**config.mk**
```make
export PLATFORM = sky130hd
export DESIGN_NAME = mileage_ctrl_flat
export DESIGN_NICKNAME = d
export VERILOG_FILES = /design/src/rtl/car_pkg.sv /design/src/rtl/mileage_ctrl_if.sv /design/src/rtl/mileage_ctrl_bcd_inc4.sv /design/src/rtl/mileage_ctrl.sv /design/src/flat_wrapper.sv
export SDC_FILE = /design/constraint.sdc
export NUM_CORES = 1
export LEC_CHECK = 0
export ABC_AREA = 1
export CAP_MARGIN = 20
export CORE_MARGIN = 8
export CORE_UTILIZATION = 45
export DETAILED_ROUTE_END_ITERATION = 7
export GPL_TIMING_DRIVEN = 0
export PLACE_DENSITY_LB_ADDON = 0.25
export SLEW_MARGIN = 20
export SYNTH_ARGS = -nofsm -noshare
export SYNTH_HDL_FRONTEND = slang
export SYNTH_SLANG_ARGS = --single-unit
export TNS_END_PERCENT = 30
```
**constraint.sdc**
```tcl
create_clock -name clk_div -period 1.8 [get_ports clk_div]
set_input_delay 0.36 -clock clk_div [delete_from_list [all_inputs] [get_ports clk_div]]
set_output_delay 0.36 -clock clk_div [all_outputs]
set_load 0.005 [all_outputs]
```
**src/rtl/car_pkg.sv**
```systemverilog
// Shared odometer types and constants for the car simulation.
package car_pkg;

  typedef enum logic [1:0] {
    IDLE      = 2'd0,
    INC_TOTAL = 2'd1,
    INC_TRIP  = 2'd2
  } mile_state_t;

  localparam logic [15:0] BCD_MAX4     = 16'h9999;
  localparam int          DIST_DIV_DEF = 25;

endpackage

```
**src/rtl/mileage_ctrl_if.sv**
```systemverilog
// Odometer bus between the car state machine (master) and mileage_ctrl (slave).
interface mileage_ctrl_if;
  import car_pkg::*;

  // No handshake: movement/clear are levels sampled every clk_div edge, and
  // every output is a registered level (total_wrap is a one-cycle pulse).
  logic        move_forward;
  logic        move_backward;
  logic        trip_clear;
  logic [15:0] total_mile;
  logic [15:0] trip_mile;
  logic        busy;
  logic        total_wrap;
  logic        overflow;
  mile_state_t state;

  modport master (
    output move_forward, move_backward, trip_clear,
    input  total_mile, trip_mile, busy, total_wrap, overflow, state
  );

  modport slave (
    input  move_forward, move_backward, trip_clear,
    output total_mile, trip_mile, busy, total_wrap, overflow, state
  );

endinterface

```
**src/rtl/mileage_ctrl_bcd_inc4.sv**
```systemverilog
// Combinational 4-digit BCD +1 with decimal carry; 9999 + 1 = 0000, carry 1.
module bcd_inc4
  import car_pkg::*;
(
  input  logic [15:0] din,
  output logic [15:0] dout,
  output logic        carry
);

  logic c;

  always_comb begin
    dout = 16'h0000;
    c    = 1'b1;
    for (int i = 0; i < 4; i++) begin
      if (c && din[i*4 +: 4] == 4'd9) begin
        dout[i*4 +: 4] = 4'd0;
      end else if (c) begin
        dout[i*4 +: 4] = din[i*4 +: 4] + 4'd1;
        c = 1'b0;
      end else begin
        dout[i*4 +: 4] = din[i*4 +: 4];
      end
    end
    carry = (din == BCD_MAX4);
  end

endmodule

```
**src/rtl/mileage_ctrl.sv**
```systemverilog
// Odometer sequencer: prescaler, pending-unit counter and a shared BCD incrementer.
// Trip accumulator and INC_TRIP state exist only when MILEAGE_TRIP_EN is defined.
module mileage_ctrl
  import car_pkg::*;
#(
  parameter int DIST_DIV = DIST_DIV_DEF,
  parameter int PEND_W   = 4
) (
  input  logic           clk_div,
  input  logic           reset,
  mileage_ctrl_if.slave  bus
);

  localparam int                CNT_W    = (DIST_DIV > 1) ? $clog2(DIST_DIV) : 1;
  localparam logic [CNT_W-1:0]  CNT_LAST = CNT_W'(DIST_DIV - 1);
  localparam logic [PEND_W-1:0] PEND_MAX = {PEND_W{1'b1}};

  logic [CNT_W-1:0]  cnt;
  logic [PEND_W-1:0] pend, pend_next;
  mile_state_t       state, state_next;
  logic [15:0]       total, trip, inc_in, inc_out;
  logic              inc_carry, moving, earn, dec, drop, wrap_q, ovf_q;

  always_comb begin
    moving    = bus.move_forward ^ bus.move_backward;
    earn      = moving && (cnt == CNT_LAST);
    dec       = (state == INC_TOTAL);
    pend_next = pend;
    drop      = 1'b0;
    if (earn && !dec) begin
      if (pend == PEND_MAX) drop = 1'b1;
      else                  pend_next = pend + 1'b1;
    end else if (!earn && dec) begin
      pend_next = pend - 1'b1;
    end
  end

  always_comb begin
    state_next = state;
    case (state)
      IDLE:      if (pend != '0) state_next = INC_TOTAL;
`ifdef MILEAGE_TRIP_EN
      INC_TOTAL: state_next = INC_TRIP;
      INC_TRIP:  state_next = (pend_next != '0) ? INC_TOTAL : IDLE;
`else
      INC_TOTAL: state_next = (pend_next != '0) ? INC_TOTAL : IDLE;
`endif
      default:   state_next = IDLE;
    endcase
  end

  assign inc_in = (state == INC_TOTAL) ? total : trip;

  bcd_inc4 u_inc (
    .din   (inc_in),
    .dout  (inc_out),
    .carry (inc_carry)
  );

  always_ff @(posedge clk_div) begin
    if (reset) begin
      cnt    <= '0;
      pend   <= '0;
      state  <= IDLE;
      total  <= 16'h0000;
      wrap_q <= 1'b0;
      ovf_q  <= 1'b0;
    end else begin
      if (moving) cnt <= earn ? '0 : cnt + 1'b1;
      pend   <= pend_next;
      state  <= state_next;
      if (dec) total <= inc_out;
      wrap_q <= dec && inc_carry;
      if (drop) ovf_q <= 1'b1;
    end
  end

`ifdef MILEAGE_TRIP_EN
  // Clear has priority over a same-cycle INC_TRIP; the unit still reached total.
  always_ff @(posedge clk_div) begin
    if (reset)                 trip <= 16'h0000;
    else if (bus.trip_clear)   trip <= 16'h0000;
    else if (state == INC_TRIP) trip <= inc_out;
  end
`else
  logic unused_trip_clear;
  assign unused_trip_clear = bus.trip_clear;
  assign trip              = 16'h0000;
`endif

  assign bus.total_mile = total;
  assign bus.trip_mile  = trip;
  assign bus.busy       = (state != IDLE);
  assign bus.total_wrap = wrap_q;
  assign bus.overflow   = ovf_q;
  assign bus.state      = state;

endmodule

```
**src/flat_wrapper.sv**
```systemverilog
// flat-port wrapper written by rule: the top's interface ports become plain ports
module mileage_ctrl_flat import car_pkg::*;
#(
  parameter int DIST_DIV = DIST_DIV_DEF,
  parameter int PEND_W   = 4
)
  (clk_div, reset, bus_move_forward, bus_move_backward, bus_trip_clear, bus_total_mile, bus_trip_mile, bus_busy, bus_total_wrap, bus_overflow, bus_state);
  mileage_ctrl_if bus_i ();
  input  logic clk_div;
  input  logic reset;
  input wire logic [$bits(bus_i.move_forward)-1:0] bus_move_forward;
  input wire logic [$bits(bus_i.move_backward)-1:0] bus_move_backward;
  input wire logic [$bits(bus_i.trip_clear)-1:0] bus_trip_clear;
  output wire logic [$bits(bus_i.total_mile)-1:0] bus_total_mile;
  output wire logic [$bits(bus_i.trip_mile)-1:0] bus_trip_mile;
  output wire logic [$bits(bus_i.busy)-1:0] bus_busy;
  output wire logic [$bits(bus_i.total_wrap)-1:0] bus_total_wrap;
  output wire logic [$bits(bus_i.overflow)-1:0] bus_overflow;
  output wire logic [$bits(bus_i.state)-1:0] bus_state;
  assign bus_i.move_forward = bus_move_forward;
  assign bus_i.move_backward = bus_move_backward;
  assign bus_i.trip_clear = bus_trip_clear;
  assign bus_total_mile = bus_i.total_mile;
  assign bus_trip_mile = bus_i.trip_mile;
  assign bus_busy = bus_i.busy;
  assign bus_total_wrap = bus_i.total_wrap;
  assign bus_overflow = bus_i.overflow;
  assign bus_state = bus_i.state;
  mileage_ctrl #(.DIST_DIV(DIST_DIV), .PEND_W(PEND_W)) u_core (.clk_div(clk_div), .reset(reset), .bus(bus_i));
endmodule
```
==> impl_results.md, run 1 <==
- Stage delay of the slowest cell on the critical path: approximately 0.36 ns
- Endpoints failing hold: 0
- First-pass GRT wire length: 5730 um
- Worst-path maximum fanout: 17
- Cell area after technology mapping: 1730 sq um
- Crit-path leading delay family: simple AND/OR/NAND/NOR gates
- Buffers & Inverters on Critical Path: 2
- Grt peak-use layer: met2
- Endpoint kind of the worst setup timing path: flip-flop
- Vertical die dimension: between 70 and 80 um
- Count of unresolved DRC violations after routing: 0
- Initial drt markers: roughly 150
- Avg Cell Area, Syn: 7.32 sq um
- Full die area: between 6000 and 7000 sq um
- Crit path from: u_core.bus.state[0]$_SDFFE_PP0P_
- M3 GR Usage: 0.0392
- Endpoint of the lowest-slack register-to-register path: u_core.bus.total_mile[14]$_SDFFE_PP0P_
- Setup repair bufs after CTS: 0
- Endpoint with the worst hold slack: u_core.bus.overflow$_SDFFE_PP0P_
- Sum Neg Setup Slack: 0 ns
- Antenna viol nets, final: 0
- Crit Path Category: reg -> reg
- Worst Hold Path Cells: 2
- Vias per Instance: roughly 4.6
- Kind of launch point of the worst setup path: flip-flop
- CTS root buf: sky130_fd_sc_hd__clkbuf_8
- Tcrit/Tclk final: 0.925
- Total placed cells including tap cells: around 320
- Final Routed Wirelength: 3360 um
- Number of buffers on the longest clock path: 2
- Met1 GRT Util: 0.129
- Worst-skew pair later-pin latency: approximately 0.27 ns
- I/O pin count: 42
- Crit path arrival time: 1.84 ns
- Number of cell rows: 22
- Clock skew after layout: around 0.004 ns
- Number of cells produced by synthesis: approximately 240
- Cell count of the worst reg-to-reg path: 9
- Share of flip-flops with an asynchronous set or reset: 0
- Min Clock Period, post-route: around 1.7 ns
- Status: completed
- Number of sinks driven by the clock tree: 28
- Clock tree from TritonCTS: yes
- Unrepaired setup endpoints after global routing: no
- Starting Density: 0.468
- Dominant register cell in the synthesized netlist: sky130_fd_sc_hd__dfxtp_1
- Half-perimeter wire length of the detailed placement result: 2640 um
- Count of placed standard cells in the final layout, fillers left out: approximately 330
- WL/cell: roughly 10 um
- Number of flops mapped to enable cells by yosys: 0
- Clock-pin slew on the worst setup and hold paths: roughly 0.1 ns
- Worst-case register-to-register setup slack: ~0.14 ns
- Synth-to-layout area growth: 24.5%
- Sequential cell area in the final layout: 562 sq um
- Startpoint of the lowest-slack register-to-register path: u_core.bus.state[0]$_SDFFE_PP0P_
- Cell with the largest stage delay on the worst path: sky130_fd_sc_hd__dfxtp_2
- Core ar.: between 3000 and 4000 sq um
- Netlist cell types: 31
- Met2 track demand over resource in global routing: 0.176
- Share of final-layout standard cells stronger than drive strength 1: 0.169
- Num CTS Buffers: 3
- Routed via count: between 1k and 1.5k
- HP Class: reg -> reg
- Power Dens Cells: between 800 and 900 nW/um^2
- Total number of H-tree levels: 1
- Number of antenna violations at the first check in global routing: 0
- Static Leak: 0.994 nW
- Final net count: roughly 300
- Number of fillers in the final layout: between 300 and 400
- Max VDD drop: roughly 0.44 mV
- Port Buffer Count: 23
- Register area share after synthesis: 0.324
- Area occupied by multi-input gates: approximately 950 sq um
- Chip Width: 78.0 um
- Maximum frequency from static timing analysis: 0.601 GHz
- Number of diodes added for antenna fixing: 0
- Worst endpoint required time: roughly 2.0 ns
- Origin of the worst min-delay path: u_core.bus.overflow$_SDFFE_PP0P_
- Ordered cell list for the critical path: buf_8 -> nand2_1 -> ha_1 -> and3_2 -> nand2_4 -> clkinv_2 -> nand3_2 -> xor2_1 -> nor2_1
- Synthesis warning total: 0
- Vias in the first global route: 1377
- Maximum number of pins on one net before global-route repair: 18
- Post-synthesis register bit count: 28
- # setup viols final: 0
- Count of final max-slew check failures: 0
- Grt total ovfl: 0
- GRT Total Usage: 0.108
- DR pass1 iterations: 4
- Final RePlAce weighted congestion: 0.858
- Number of violations of the max-capacitance limit: 0
[state kept, by name (all words and copies together), names as in the netlist]
signal,count
u_core.bus.overflow,1
u_core.bus.state,1
u_core.bus.total_mile,16
u_core.bus.total_wrap,1
u_core.cnt,5
u_core.pend,4
[final cells by class]
type,instances,share of cell area
Sequential cell,28,0.261
Multi-Input combinational cell,168,0.443
Timing Repair Buffer,23,0.107
Buffer,21,0.0739
Tap cell,48,0.0279
Inverter,34,0.0611
Clock buffer,4,0.0256
[worst max-delay path by stage]
stage | to | slack [ns] | cells after the start
floorplan | u_core.bus.total_mile[15]$_SDFFE_PP0P_ | 0.08 | 10
global route | u_core.bus.total_mile[14]$_SDFFE_PP0P_ | 0.001 | 10
detailed placement | u_core.bus.total_mile[15]$_SDFFE_PP0P_ | -0.15 | 10
CTS | u_core.bus.total_mile[15]$_SDFFE_PP0P_ | 0.02 | 9
finish | u_core.bus.total_mile[14]$_SDFFE_PP0P_ | 0.14 | 9
global placement | u_core.bus.total_mile[15]$_SDFFE_PP0P_ | -0.11 | 10
[tightest hold or removal path: stages (launching register included)]
cell and delay, ns:
sky130_fd_sc_hd__dfxtp_1 0.34, sky130_fd_sc_hd__a21oi_1 0.04, sky130_fd_sc_hd__nor2_1 0.08
[layer usage]
| metal | vias to the layer above | routed length [um] |
|---|---|---|
| met5 | - | 0 |
| met4 | 0 | 25 |
| met3 | 2 | 285 |
| met2 | 45 | 1450 |
| met1 | 650 | 1600 |
| li1 | 802 | - |
[kinds of logic after synthesis]
| kind of cell | Yosys count | synth area share |
|---|---|---|
| flip-flops | 28 | 0.324 |
| other | 1 | 0.00217 |
| buffers and inverters | 56 | 0.167 |
| AND/OR/NAND/NOR | 108 | 0.316 |
| adder cells (fa/ha/maj) | 11 | 0.0797 |
| XOR/XNOR | 6 | 0.0304 |
| AO/OA/AOI/OAI | 26 | 0.0811 |
[where the power goes]
part	switching [mW]	total [mW]	internal (mW)	leakage (nW)
Clock	0.194	0.389	0.196	0.0288
Combinational	0.356	0.652	0.296	0.738
Sequential	0.0687	0.757	0.688	0.228
[Yosys cell counts, drive strengths merged (2+ instances only)]
master | instances | area (sq um)
a21oi | 12 | 60.1
and3 | 5 | 31.3
buf | 21 | 153
dfxtp | 28 | 561
ha | 11 | 138
inv | 33 | 126
nand2 | 44 | 190
nand3 | 21 | 138
nand4 | 3 | 18.8
nor2 | 26 | 118
nor3 | 7 | 35.0
nor3b | 2 | 15.0
o21ai | 11 | 55.1
xor2 | 5 | 43.8
[cell usage in the layout (no fill, tap or decap), drive strengths merged, types with 2 or more instances in the layout]
cell type       n
nor3b           2
nand3          21
and3            5
nor3            7
clkdlybuf4s50  23
inv            33
nand2          44
o21ai          11
dfxtp          28
xor2            5
conb           17
nor2           26
nand4           3
clkbuf          5
a21oi          12
ha             11
buf            20
[metrics by stage]
step	instance area, sq um	power [mW]	utilization	setup slack [ns]	hold WS (ns)
finish	2150	1.80	0.583	0.136	0.486
global route	2150	1.94	0.583	0.00142	0.524
CTS	2130	1.79	0.577	0.0186	0.491
detailed placement	2080	1.41	0.563	-0.147	0.468
global placement	2080	1.40	0.563	-0.106	0.455
floorplan	1790	1.24	-	0.0756	0.457
[what timing repair did]
| item | CTS | global route |
|---|---|---|
| endpoints found under the setup margin | 9 | 8 |
| gates cloned | 0 | 0 |
| pin swaps | 0 | 0 |
| endpoints found under the hold margin | 0 | 0 |
| hold buffers | 0 | 0 |
| resized for setup | 0 | 7 |
No activity file was read; power rests on OpenSTA's default activity.
==> run 2, diff against run 1 <==
--- a/config.mk
+++ b/config.mk
@@ -5,7 +5,7 @@
 export SDC_FILE = /design/constraint.sdc
 export NUM_CORES = 1
 export LEC_CHECK = 0
-export ABC_AREA = 1
+export ABC_AREA = 0
 export CAP_MARGIN = 20
 export CORE_MARGIN = 8
 export CORE_UTILIZATION = 45
==> impl_results.md, run 2 <==
- Antenna viol nets, final: 0 (unchanged)
- Placement-stage worst setup slack: -0.516 ns (was -0.147 ns)
- Final Worst Setup Slack: -0.0451 ns (was 0.136 ns)
- Number of fillers in the final layout: 345 (was 371)
- Share of final-layout standard cells stronger than drive strength 1: 0.240 (was 0.169)
- Largest register FFs: 16 (unchanged)
- Cell count of the worst reg-to-reg path: 10 (was 9)
- Count of unresolved DRC violations after routing: 0 (unchanged)
- Final Routed Wirelength: 3880 um (was 3360 um)
- Failing checks: setup timing
- Post-synthesis register bit count: 28 (unchanged)
- Worst Hold Path Cells: 1 (was 2)
- Hold Worst Slack: 0.463 ns (was 0.486 ns)
- Synth-to-layout area growth: 31.3% (was 24.5%)
- Crit Path Category: reg -> reg (unchanged)
- Routed via count: 1509 (was 1499)
- Number of violations of the max-capacitance limit: 0 (unchanged)
- Number of buffers on the longest clock path: 2 (unchanged)
- Num CTS Buffers: 3 (unchanged)
- Crit path arrival time: 2.05 ns (was 1.84 ns)
- Number of antenna violations at the first check in global routing: 0 (unchanged)
- Count of final max-slew check failures: 0 (unchanged)
- Static Leak: 0.956 nW (was 0.994 nW)
- Min Clock Period, post-route: 1.85 ns (was 1.66 ns)
- Clock-pin slew on the worst setup and hold paths: 0.10 ns (about the same)
- Synthesis warning total: 0 (unchanged)
- Origin of the worst min-delay path: u_core.pend[3]$_SDFF_PP0_ (was u_core.bus.overflow$_SDFFE_PP0P_)
- Top cells by area in the synthesized netlist: sky130_fd_sc_hd__dfxtp_1 (32%), sky130_fd_sc_hd__buf_4 (8.1%), sky130_fd_sc_hd__ha_1 (7.9%) (was sky130_fd_sc_hd__dfxtp_1 (32%), sky130_fd_sc_hd__buf_4 (8.3%), sky130_fd_sc_hd__nand2_1 (8.3%))
- Initial drt markers: 63 (was 147)
- Unrepaired setup endpoints after global routing: yes (was no)
- Endpoints failing hold: 0 (unchanged)
- Sequential cell area in the final layout: 563 sq um (was 562 sq um)
- Chip Width: 78.4 um (was 78.0 um)
- Maximum frequency from static timing analysis: 0.542 GHz (was 0.601 GHz)
- Library cell occupying the most area in the post-synthesis netlist: sky130_fd_sc_hd__dfxtp_1 (unchanged)
- Avg Cell Area, Syn: 8.75 sq um (was 7.32 sq um)
- Number of cell rows: 22 (unchanged)
- Power Dens Cells: 893 nW/um^2 (was 836 nW/um^2)
- Most frequent cells in the layout: sky130_fd_sc_hd__buf_4 (28), sky130_fd_sc_hd__dfxtp_1 (26), sky130_fd_sc_hd__clkdlybuf4s50_1 (22) (was sky130_fd_sc_hd__nand2_1 (38), sky130_fd_sc_hd__inv_1 (29), sky130_fd_sc_hd__dfxtp_1 (27))
- Final core occ: 0.623 (was 0.583)
- Kind of launch point of the worst setup path: flip-flop (unchanged)
- Metal-1 WL: 1810 um (was 1600 um)
- Met3 layer wire length in the routed design: 216 um (was 285 um)
- Full die area: 6140 sq um (was 6080 sq um)
- Most repeated cell in the gate-level netlist after synthesis: sky130_fd_sc_hd__dfxtp_1 (was sky130_fd_sc_hd__nand2_1)
- Clock tree from TritonCTS: yes (unchanged)
- Worst endpoint required time: 2.00 ns (was 1.97 ns)
- Total number of H-tree levels: 1 (unchanged)
- Number of flops mapped to enable cells by yosys: 0 (unchanged)
- Crit path from: u_core.bus.state[0]$_SDFFE_PP0P_ (unchanged)
- Vertical die dimension: 78.4 um (was 78.0 um)
- Highest Signal Layer: met4 (unchanged)
- WL/cell: 13.0 um (was 10.3 um)
- Maximum number of pins on one net before global-route repair: 16 (was 18)
- Final RePlAce weighted congestion: 0.818 (was 0.858)
- Port Buffer Count: 23 (unchanged)
- Status: finished with violations (was completed)
- # setup viols final: 3 (was 0)
- Netlist cell types: 48 (was 31)
- Met2 wirelength from detailed routing: 1800 um (was 1450 um)
- Half-perimeter wire length of the detailed placement result: 2770 um (was 2640 um)
- Cell area after technology mapping: 1750 sq um (was 1730 sq um)
- Total placed cells including tap cells: 287 (was 323)
- Count of placed standard cells in the final layout, fillers left out: 298 (was 326)
- Worst-case register-to-register setup slack: -0.05 ns (was 0.14 ns)
- Vias in the first global route: 1373 (was 1377)
- Most frequent standard cell in the layout excluding fill and tap cells: sky130_fd_sc_hd__buf_4 (was sky130_fd_sc_hd__nand2_1)
- Commonest cells post-synth: sky130_fd_sc_hd__dfxtp_1 (28), sky130_fd_sc_hd__buf_4 (19), sky130_fd_sc_hd__nor3_1 (13), sky130_fd_sc_hd__nor2_1 (12) (was sky130_fd_sc_hd__nand2_1 (38), sky130_fd_sc_hd__inv_1 (29), sky130_fd_sc_hd__dfxtp_1 (28), sky130_fd_sc_hd__nor2_1 (22), sky130_fd_sc_hd__buf_4 (19))
- Register area share after synthesis: 0.320 (was 0.324)
- Starting Density: 0.475 (was 0.468)
- Core ar.: 3690 sq um (unchanged)
- Vias per Instance: 5.06 (was 4.60)
- Number of hold buffers added after CTS: 0 (unchanged)
- I/O pin count: 42 (unchanged)
- Number of cells produced by synthesis: 200 (was 236)
- First-pass GRT wire length: 6330 um (was 5730 um)
- Number of sinks driven by the clock tree: 28 (unchanged)
- Number of diodes added for antenna fixing: 0 (unchanged)
- Tcrit/Tclk final: 1.03 (was 0.925)
- Grt total ovfl: 0 (unchanged)
- CTS root buf: sky130_fd_sc_hd__clkbuf_8 (unchanged)
- HP Class: reg -> reg (unchanged)
- Max VDD drop: 0.694 mV (was 0.442 mV)
- Area occupied by multi-input gates: 1090 sq um (was 953 sq um)
- Worst-path maximum fanout: 8 (was 17)
- Total power after layout: 2.05 mW (was 1.80 mW)
- GRT Total Usage: 0.123 (was 0.108)
- Worst-skew pair later-pin latency: 0.28 ns (was 0.27 ns)
- Dominant register cell in the synthesized netlist: sky130_fd_sc_hd__dfxtp_1 (unchanged)
- Clock skew after layout: 0.00600 ns (was 0.00411 ns)
- Startpoint of the lowest-slack register-to-register path: u_core.bus.state[0]$_SDFFE_PP0P_ (unchanged)
- Post-synth top area share: 0.320 (was 0.324)
- Endpoint kind of the worst setup timing path: flip-flop (unchanged)
- Share of flip-flops with an asynchronous set or reset: 0 (unchanged)
- Final net count: 267 (was 295)
- Endpoint of the lowest-slack register-to-register path: u_core.bus.total_mile[14]$_SDFFE_PP0P_ (unchanged)
- DR pass1 iterations: 4 (unchanged)
- Endpoint with the worst hold slack: u_core.pend[3]$_SDFF_PP0_ (was u_core.bus.overflow$_SDFFE_PP0P_)
run 2: cell count changes in the layout (fill, tap and decap cells not counted), moves of 4 or more:
cell / before / now
sky130_fd_sc_hd__buf_4: 18 / 28
sky130_fd_sc_hd__inv_1: 29 / 10
sky130_fd_sc_hd__a21oi_1: 12 / 7
sky130_fd_sc_hd__nand3b_1: 0 / 5
sky130_fd_sc_hd__xnor2_1: 1 / 6
sky130_fd_sc_hd__nor2_1: 22 / 12
sky130_fd_sc_hd__nand2_1: 38 / 8
sky130_fd_sc_hd__nor3_1: 7 / 11
sky130_fd_sc_hd__nand3_1: 16 / 5
run 2: worst max-delay path by stage:
stage	to	depth (start not counted)
floorplan	u_core.bus.total_mile[15]$_SDFFE_PP0P_	10
global placement	u_core.bus.total_mile[15]$_SDFFE_PP0P_	10
global route	u_core.bus.total_mile[14]$_SDFFE_PP0P_	10
detailed placement	u_core.bus.total_mile[15]$_SDFFE_PP0P_	10
finish	u_core.bus.total_mile[14]$_SDFFE_PP0P_	10
CTS	u_core.bus.total_mile[15]$_SDFFE_PP0P_	9
run 2: cell type report:
type | count | share of cell area
inverters | 11 | 0.0180
plain buffers | 26 | 0.0882
multi-input cells | 150 | 0.474
clock buffers | 4 | 0.0240
well taps | 48 | 0.0261
flip-flops and latches | 28 | 0.245
repair buffers | 31 | 0.125
run 2: worst max-delay path: stages, from the launching register on:
cell and delay, ns:
sky130_fd_sc_hd__dfxtp_2 0.35, sky130_fd_sc_hd__buf_6 0.11, sky130_fd_sc_hd__buf_12 0.11, sky130_fd_sc_hd__and2_4 0.15
sky130_fd_sc_hd__ha_4 0.11, sky130_fd_sc_hd__nand3b_1 0.12, sky130_fd_sc_hd__nor4_2 0.31, sky130_fd_sc_hd__buf_4 0.21
sky130_fd_sc_hd__buf_4 0.14, sky130_fd_sc_hd__nand3_2 0.09, sky130_fd_sc_hd__o31ai_2 0.07
run 2: repair_timing:
| action | in CTS | in global routing |
|---|---|---|
| pin swaps | 2 | 4 |
| endpoints found under the setup margin | 9 | 13 |
| setup buffers | 6 | 2 |
| hold endpoints to repair | 0 | 0 |
| resized for setup | 7 | 12 |
run 2: per-stage QoR:
step | area, sq um | TNS, ns
6_report | 2300 | -0.108
5_1_grt | 2300 | -0.883
4_1_cts | 2240 | -0.0473
3_5_place_dp | 2130 | -4.37
3_3_place_gp | 2130 | -3.99
2_1_floorplan | 1840 | -0.906
run 2: where the power goes:
part | leakage [nW] | internal [mW] | switching [mW]
Clock | 0.0288 | 0.196 | 0.200
Sequential | 0.228 | 0.701 | 0.0812
Combinational | 0.700 | 0.463 | 0.412
run 2: routing by layer:
layer  vias to the layer above  global-route usage
met2                        45               0.191
met5                         -                   0
met3                         4              0.0330
met1                       687               0.158
li1                        773                   -
met4                         0              0.0500
run 2: logic make-up (layout without fill, tap and decap cells):
group,count (synthesis),after routing,share of synthesized area
compound gates,29,29,0.110
xor+xnor,12,12,0.0686
fa+ha+maj,11,11,0.0786
buf+inv,38,72,0.137
flops,28,28,0.320
mux,5,5,0.0300
other cells,1,17,0.00214
simple gates,76,76,0.254
